==> src/rtl/ext_addr_decoder.sv <==
// Programmable address-range decoder: lockable rule table, one-deep registered
// result stage with valid/ready handshake, and a saturating miss counter.
module ext_addr_decoder #(
    parameter  int NRULES = 4,
    parameter  int ADDR_W = 32,
    parameter  int IDX_W  = 4,
    localparam int SEL_W  = (NRULES > 1) ? $clog2(NRULES) : 1
) (
    input  logic              clk_i,
    input  logic              rst_i,
    input  logic              cfg_we_i,
    input  logic [SEL_W-1:0]  cfg_sel_i,
    input  logic [ADDR_W-1:0] cfg_start_i,
    input  logic [ADDR_W-1:0] cfg_end_i,
    input  logic [IDX_W-1:0]  cfg_idx_i,
    input  logic              cfg_en_i,
    input  logic              cfg_lock_i,
    output logic              cfg_err_o,
    input  logic              req_valid_i,
    output logic              req_ready_o,
    input  logic [ADDR_W-1:0] req_addr_i,
    output logic              dec_valid_o,
    input  logic              dec_ready_i,
    output logic [ADDR_W-1:0] dec_addr_o,
    output logic [IDX_W-1:0]  dec_idx_o,
    output logic              dec_hit_o,
    output logic              dec_multi_o,
    output logic [15:0]       miss_cnt_o
);

    typedef enum logic {
        ST_UNLOCKED,
        ST_LOCKED
    } cfg_state_t;

    cfg_state_t        r_state;
    logic [ADDR_W-1:0] r_start [NRULES];
    logic [ADDR_W-1:0] r_end   [NRULES];
    logic [IDX_W-1:0]  r_idx   [NRULES];
    logic [NRULES-1:0] r_en;
    logic              r_cfg_err;

    logic              r_dec_valid;
    logic [ADDR_W-1:0] r_dec_addr;
    logic [IDX_W-1:0]  r_dec_idx;
    logic              r_dec_hit;
    logic              r_dec_multi;
    logic [15:0]       r_miss_cnt;

    logic              w_sel_ok;
    logic              w_wr_ok;
    logic              w_accept;
    logic [NRULES-1:0] w_match;
    logic              w_hit;
    logic              w_multi;
    logic [IDX_W-1:0]  w_idx;

    assign w_sel_ok = ({1'b0, cfg_sel_i} < (SEL_W + 1)'(NRULES));
    assign w_wr_ok  = cfg_we_i && (r_state == ST_UNLOCKED) && w_sel_ok;

    // A write coinciding with the lock pulse still sees ST_UNLOCKED and lands.
    always_ff @(posedge clk_i or posedge rst_i) begin
        if (rst_i) begin
            r_state   <= ST_UNLOCKED;
            r_cfg_err <= 1'b0;
            r_en      <= '0;
            // NOTE: the rule table is reset too, so a fresh part can never hit on stale ranges.
            for (int k = 0; k < NRULES; k++) begin
                r_start[k] <= '0;
                r_end[k]   <= '0;
                r_idx[k]   <= '0;
            end
        end else begin
            // NOTE: non-blocking everywhere here so every read sees the pre-edge table.
            r_cfg_err <= cfg_we_i && !w_wr_ok;
            if (w_wr_ok) begin
                r_start[cfg_sel_i] <= cfg_start_i;
                r_end[cfg_sel_i]   <= cfg_end_i;
                r_idx[cfg_sel_i]   <= cfg_idx_i;
                r_en[cfg_sel_i]    <= cfg_en_i;
            end
            case (r_state)
                ST_UNLOCKED: if (cfg_lock_i) r_state <= ST_LOCKED;
                ST_LOCKED:   r_state <= ST_LOCKED;
                default:     r_state <= ST_LOCKED;
            endcase
        end
    end

    // Empty or inverted ranges (start >= end) fall out of the compare naturally.
    always_comb begin
        w_match = '0;
        for (int k = 0; k < NRULES; k++) begin
            w_match[k] = r_en[k] && (req_addr_i >= r_start[k]) && (req_addr_i < r_end[k]);
        end
    end

    // NOTE: every comb output gets a default first, so no latch is inferred.
    always_comb begin
        w_hit = 1'b0;
        w_idx = '0;
        for (int k = NRULES - 1; k >= 0; k--) begin
            if (w_match[k]) begin
                w_hit = 1'b1;
                w_idx = r_idx[k];
            end
        end
        w_multi = (w_match & (w_match - NRULES'(1))) != '0;
    end

    assign req_ready_o = !r_dec_valid || dec_ready_i;
    assign w_accept    = req_valid_i && req_ready_o;

    always_ff @(posedge clk_i or posedge rst_i) begin
        if (rst_i) begin
            r_dec_valid <= 1'b0;
            r_dec_addr  <= '0;
            r_dec_idx   <= '0;
            r_dec_hit   <= 1'b0;
            r_dec_multi <= 1'b0;
            r_miss_cnt  <= '0;
        end else if (w_accept) begin
            r_dec_valid <= 1'b1;
            r_dec_addr  <= req_addr_i;
            r_dec_idx   <= w_idx;
            r_dec_hit   <= w_hit;
            r_dec_multi <= w_multi;
            if (!w_hit && (r_miss_cnt != 16'hFFFF)) begin
                r_miss_cnt <= r_miss_cnt + 16'd1;
            end
        end else if (dec_ready_i) begin
            r_dec_valid <= 1'b0;
        end
    end

    assign cfg_err_o   = r_cfg_err;
    assign dec_valid_o = r_dec_valid;
    assign dec_addr_o  = r_dec_addr;
    assign dec_idx_o   = r_dec_idx;
    assign dec_hit_o   = r_dec_hit;
    assign dec_multi_o = r_dec_multi;
    assign miss_cnt_o  = r_miss_cnt;

endmodule

==> config.mk <==
export PLATFORM = sky130hd
export DESIGN_NAME = ext_addr_decoder
export DESIGN_NICKNAME = d
export VERILOG_FILES = /design/src/rtl/ext_addr_decoder.sv
export SDC_FILE = /design/constraint.sdc
export NUM_CORES = 1
export LEC_CHECK = 0
export BUFFER_PORTS_ARGS = -buffer_cell sky130_fd_sc_hd__buf_2
export CORE_UTILIZATION = 55
export DETAILED_ROUTE_END_ITERATION = 8
export PLACE_DENSITY_LB_ADDON = 0.2
export SLEW_MARGIN = 20
export SYNTH_ARGS = -nofsm -noshare
export SYNTH_HDL_FRONTEND = slang
export SYNTH_SLANG_ARGS = --single-unit
export TNS_END_PERCENT = 30
==> constraint.sdc <==
create_clock -name clk_i -period 13.25 [get_ports clk_i]
set_input_delay 1.9875 -clock clk_i [delete_from_list [all_inputs] [get_ports clk_i]]
set_output_delay 1.9875 -clock clk_i [all_outputs]
set_load 0.1 [all_outputs]
[After elaboration in Yosys (flattened, before gate mapping)]
Cells that the tools add are included.
Word-level totals
  register bits after elaboration: 333
  input port bits: 109
  logic and storage cells: 82
Cells by class
  add/subtract/negate cells: 2
  order comparisons: 12
  equal/unequal tests: 1
  muxes and demuxes: 22
  bitwise operators: 3
  reduce and logical (&&, ||, !) cells: 21
Operators by type and width (count)
  $bwmux W128: 2
  $ge A32 B32 Y1: 4
  $lt A32 B32 Y1: 4
  $demux W32 S2: 1
  $mux W32: 1
  $mux W4: 5
  $add A16 B1 Y16 const B: 1
  $bwmux W16: 1
  $ne A16 B16 Y1 const B: 1
  $logic_and A1 B1 Y1: 14
  $demux W4 S2: 1
  $mux W1: 8
  $and A4 B4 Y4: 1
  $bwmux W4: 1
  $reduce_bool A4 Y1: 1
  $sub A4 B1 Y4 const B: 1
  $ge A3 B3 Y1 const B: 1
  $logic_not A1 Y1: 3
  $lt A2 B3 Y1 const B: 1
  $lt A3 B1 Y1 const B: 1
  $not A2 Y3: 1
  $demux W1 S2: 1
  $ge A2 B1 Y1 const B: 1
  $pmux W1 S2: 1
  4 further kinds: 4

[Longest topological paths before layout]
  word-level depth: 10
  gate-level depth with buffers: 12

[Least setup slack after synthesis]
OpenSTA, ideal clock, no wires.
  path kind: input-to-output
  start: input port dec_ready_i
  end: output port req_ready_o
  arrival: 2.784 ns
  data required time: 11.262 ns
  slack: 8.479 ns
  cell stages on the path: 1
  path through: nand2b_1
Between the ends
  longest elaborated chain between the ends: 1
RTL lines
  start, declared: RTL line 23  | input logic dec_ready_i,
  $logic_or A1 B1 Y1: RTL line 111  | assign req_ready_o = !r_dec_valid || dec_ready_i;
  end, declared: RTL line 20  | output logic req_ready_o,
Every way passes these cells.

[Worst setup path in the final report]
  start: input port req_addr_i[15]
  end: register r_miss_cnt[1] (netlist: miss_cnt_o[1])
Between the ends
  longest elaborated chain between the ends: 10
  elaborated cells between the ends (all ways): 23
RTL lines
  start, declared: RTL line 21  | input logic [ADDR_W-1:0] req_addr_i,
  $ge A32 B32 Y1: RTL line 94  | w_match[k] = r_en[k] && (req_addr_i >= r_start[k]) && (req_addr_i < r_end[k]);
  $logic_and A1 B1 Y1 (2 in series): RTL line 94
  $mux W1 (3 in series): RTL line 103  | if (w_match[k]) begin
  $mux W1 *: RTL line 103
  $logic_not A1 Y1 *: RTL line 128  | if (!w_hit && (r_miss_cnt != 16'hFFFF)) begin
  $logic_and A1 B1 Y1 *: RTL line 128
  $reduce_and A2 Y1 (no line) *
  end signal, assigned: RTL line 129  | r_miss_cnt <= r_miss_cnt + 16'd1;
  end, declared: RTL line 48  | logic [15:0] r_miss_cnt;
Every way passes the cells marked *; elsewhere a longest branch is shown, timed or not.
A chain may end at the register's enable or synchronous reset.

==> reports/metrics.csv <==
stage,metric,value,unit
sta,fin_tns_setup,0,ps
floorplan,io_pins,166,
sta,max_freq,0.191,GHz
worst_setup_path,crit_start,req_addr_i[15],
place,place_congestion,0.890,
clocking,clkLatencyLatePin,520,ps
drt,route.vias.total,14300,
floorplan,initial_utilization,56.2,%
sta,rsz0062_at_grt,no,
run_status,status,completed,
sta,min_period,5230,ps
finish,nNetsFinal,2453,
global_routing,grt.total_usage,29.2,%
sta,skew,15.2,ps
drt,via_per_inst,5.57,
worst_setup_path,path_cells,"buf_2, ha_1, nand4_1, or4_1, a221oi_1, or3_1, nand4_1, a21boi_1, a31oi_1, nand3_1, mux2_2",
yosys,ys.flop_type,dfrtp_1,
finish,area_growth_syn_to_layout,13.9,%
yosys,postSynthAreaPerCell,9.52,sq um
hold_path,hold_class,register to register,
finish,final_cell_mix,"nand2_1 (347), dfrtp_1 (333), inv_1 (255)",
drt,first_iter_violations,871,
clocking,cts_setup_buffers,0,
worst_setup_path,cp_top_family,compound AO/OA/AOI/OAI gates,
worst_setup_path,crit_fanout,9,
worst_setup_path,worstReg2RegStart,r_start[14],
clocking,cts_buffer_depth,3,
clocking,root_buffer,clkbuf_16,
sta,relSlewSlack,26.8,%
yosys,syn-cell-area,18400,sq um
finish,design_area,21000,sq um
sta,finalSetupViolCount,0,
global_routing,grt_pass1_wl,77.9,mm
floorplan,coreArea,32800,sq um
yosys,ys_seq_area_share,45.2,%
place,portBuffers,165,
sta,maxSlewViolCount,0,
place,post_dp_cell_area,19700,sq um
global_routing,antenna_found_initial,6,
global_routing,gr-total-overflow,0,
yosys,ys_seq_elements,333,
worst_setup_path,start_kind,input pin,
sta,worst_slack,8020,ps
yosys,yosys_warnings,0,
finish,final_common_cell,nand2_1,
pwr,leakage,10.7,nW
sta,fin_crit_sh,39.5,%
worst_setup_path,cp_slowest_cell,a21boi_1,
global_routing,grt_pass1_vias,14600,
drt,wl,47.7,mm
clocking,htree_levels,2,
floorplan,die_h,185,um
sta,worstMarginPinSlew,1090,ps
worst_setup_path,cp_common_cell,nand4_1,
hold_path,min_from,dec_addr_o[17],
drt,dr.pass1.iters,5,
worst_setup_path,cpPeakStageDelay,780,ps
clocking,clkTransAtPathRegs,60,ps
clocking,cts-resized-gates,0,
yosys,ys_types,55,
pwr,finalPower,2.84,mW
drt,wl_per_cell,18.6,um
yosys,synthCells,1935,
floorplan,rows,66,
drt,route.antenna.remaining_nets,0,
drt,drc_errors,0,
floorplan,die_w,185,um
worst_setup_path,end_kind,register,
floorplan,dieArea,34200,sq um
place,dpl.hpwl,34.2,mm
finish,layout-drive-gt1-share,16.0,%
worst_setup_path,required,13650,ps
clocking,cts.sink_count,333,
pwr,ir_drop,0.132,mV
yosys,async_reset_ff_share,100,%
flow_run,drv_cap,0,
clocking,cts_tree,done,
place,dp_slack,7530,ps
worst_setup_path,cp.buffers_inverters,1,
worst_setup_path,cp_data_arrival_time,5630,ps
clocking,cts_buffers,37,
pwr,power_density,135,nW/um^2
global_routing,grt_max_degree,126,
sta,final_hold_viol_count,0,
worst_setup_path,critPathKind,input pin to register,
yosys,synth_edf_count,0,
yosys,synth_nets,2297,
clocking,ctsHoldBuffers,0,
## final timing paths
check / cells after the start / end / slack [ps]
worst min-delay path: 2 / dec_addr_o[17] / 470
worst max-delay path: 11 / miss_cnt_o[1] / 8020
worst min register to register: 2 / dec_addr_o[17] / 470
worst max register to register: 11 / miss_cnt_o[1] / 9320
max in group asynchronous: 4 / r_end[118] / 9150
min in group asynchronous: 2 / r_start[87] / 1670
## cells by family after synthesis
logic type,Yosys count,share of synthesized area [%]
adders and majority gates,253,17.2
DFF,333,45.2
xor gates and xnor gates,15,0.713
buffers and inverters,315,6.42
and+or+nand+nor,519,12.4
AOI/OAI and AO/OA,410,12.5
muxes,90,5.50
## where the power goes
| part | switching (mW) | internal, mW | total [mW] | leakage, nW |
|---|---|---|---|---|
| Sequential | 0.0425 | 1.11 | 1.15 | 3.78 |
| Clock | 0.417 | 0.648 | 1.07 | 0.627 |
| Combinational | 0.452 | 0.168 | 0.620 | 6.33 |
## final cells by class
type	instances	area (sq um)
tap	442	553
multi-input combinational	1287	8940
clock inverter	11	136
timing repair buffer	176	912
fill	2730	11800
sequential	333	8330
clock buffer	52	1120
antenna	4	10.0
inverter	256	968
## state kept, by name, indices dropped and copies added (netlist names)
register and flops:
r_idx 16, dec_hit_o 1, dec_idx_o 4, dec_addr_o 32
cfg_err_o 1, dec_valid_o 1, r_end 128, miss_cnt_o 16
r_state 1, dec_multi_o 1, r_start 128, r_en 4
## metal layers
layer  GRT usage [%]  wire [um]
met5               0         18
met2            50.2      23200
met4            10.3       1550
met3            3.99       2330
met1            37.7      20600
## tightest hold or removal path, cell delays in order, from the launching register on
cell	delay (ps)
dfrtp_1	330
nand2_1	50
nand2_1	50
## through the flow
step	util, %	hold slack (ps)	cells
after floorplan	-	455	1935
after global placement	60.1	453	2494
after detailed placement	60.1	457	2494
after CTS	64.0	471	2557
after global routing	64.0	496	2560
final	64.0	467	2561
## synthesized netlist by cell type, types with 14 or more instances
cell type,count,area (sq um)
dfrtp_1,333,8330
inv_1,256,961
clkbuf_1,47,176
nand3_1,18,90.1
nor2_1,39,146
nand2_1,348,1310
a21oi_1,87,435
mux2_2,90,1010
nand4_1,44,275
nor2b_1,14,87.6
ha_1,253,3170
a21o_1,18,135
a211oi_1,14,105
o21ai_0,230,1150
(Power assumes the default switching activity.)
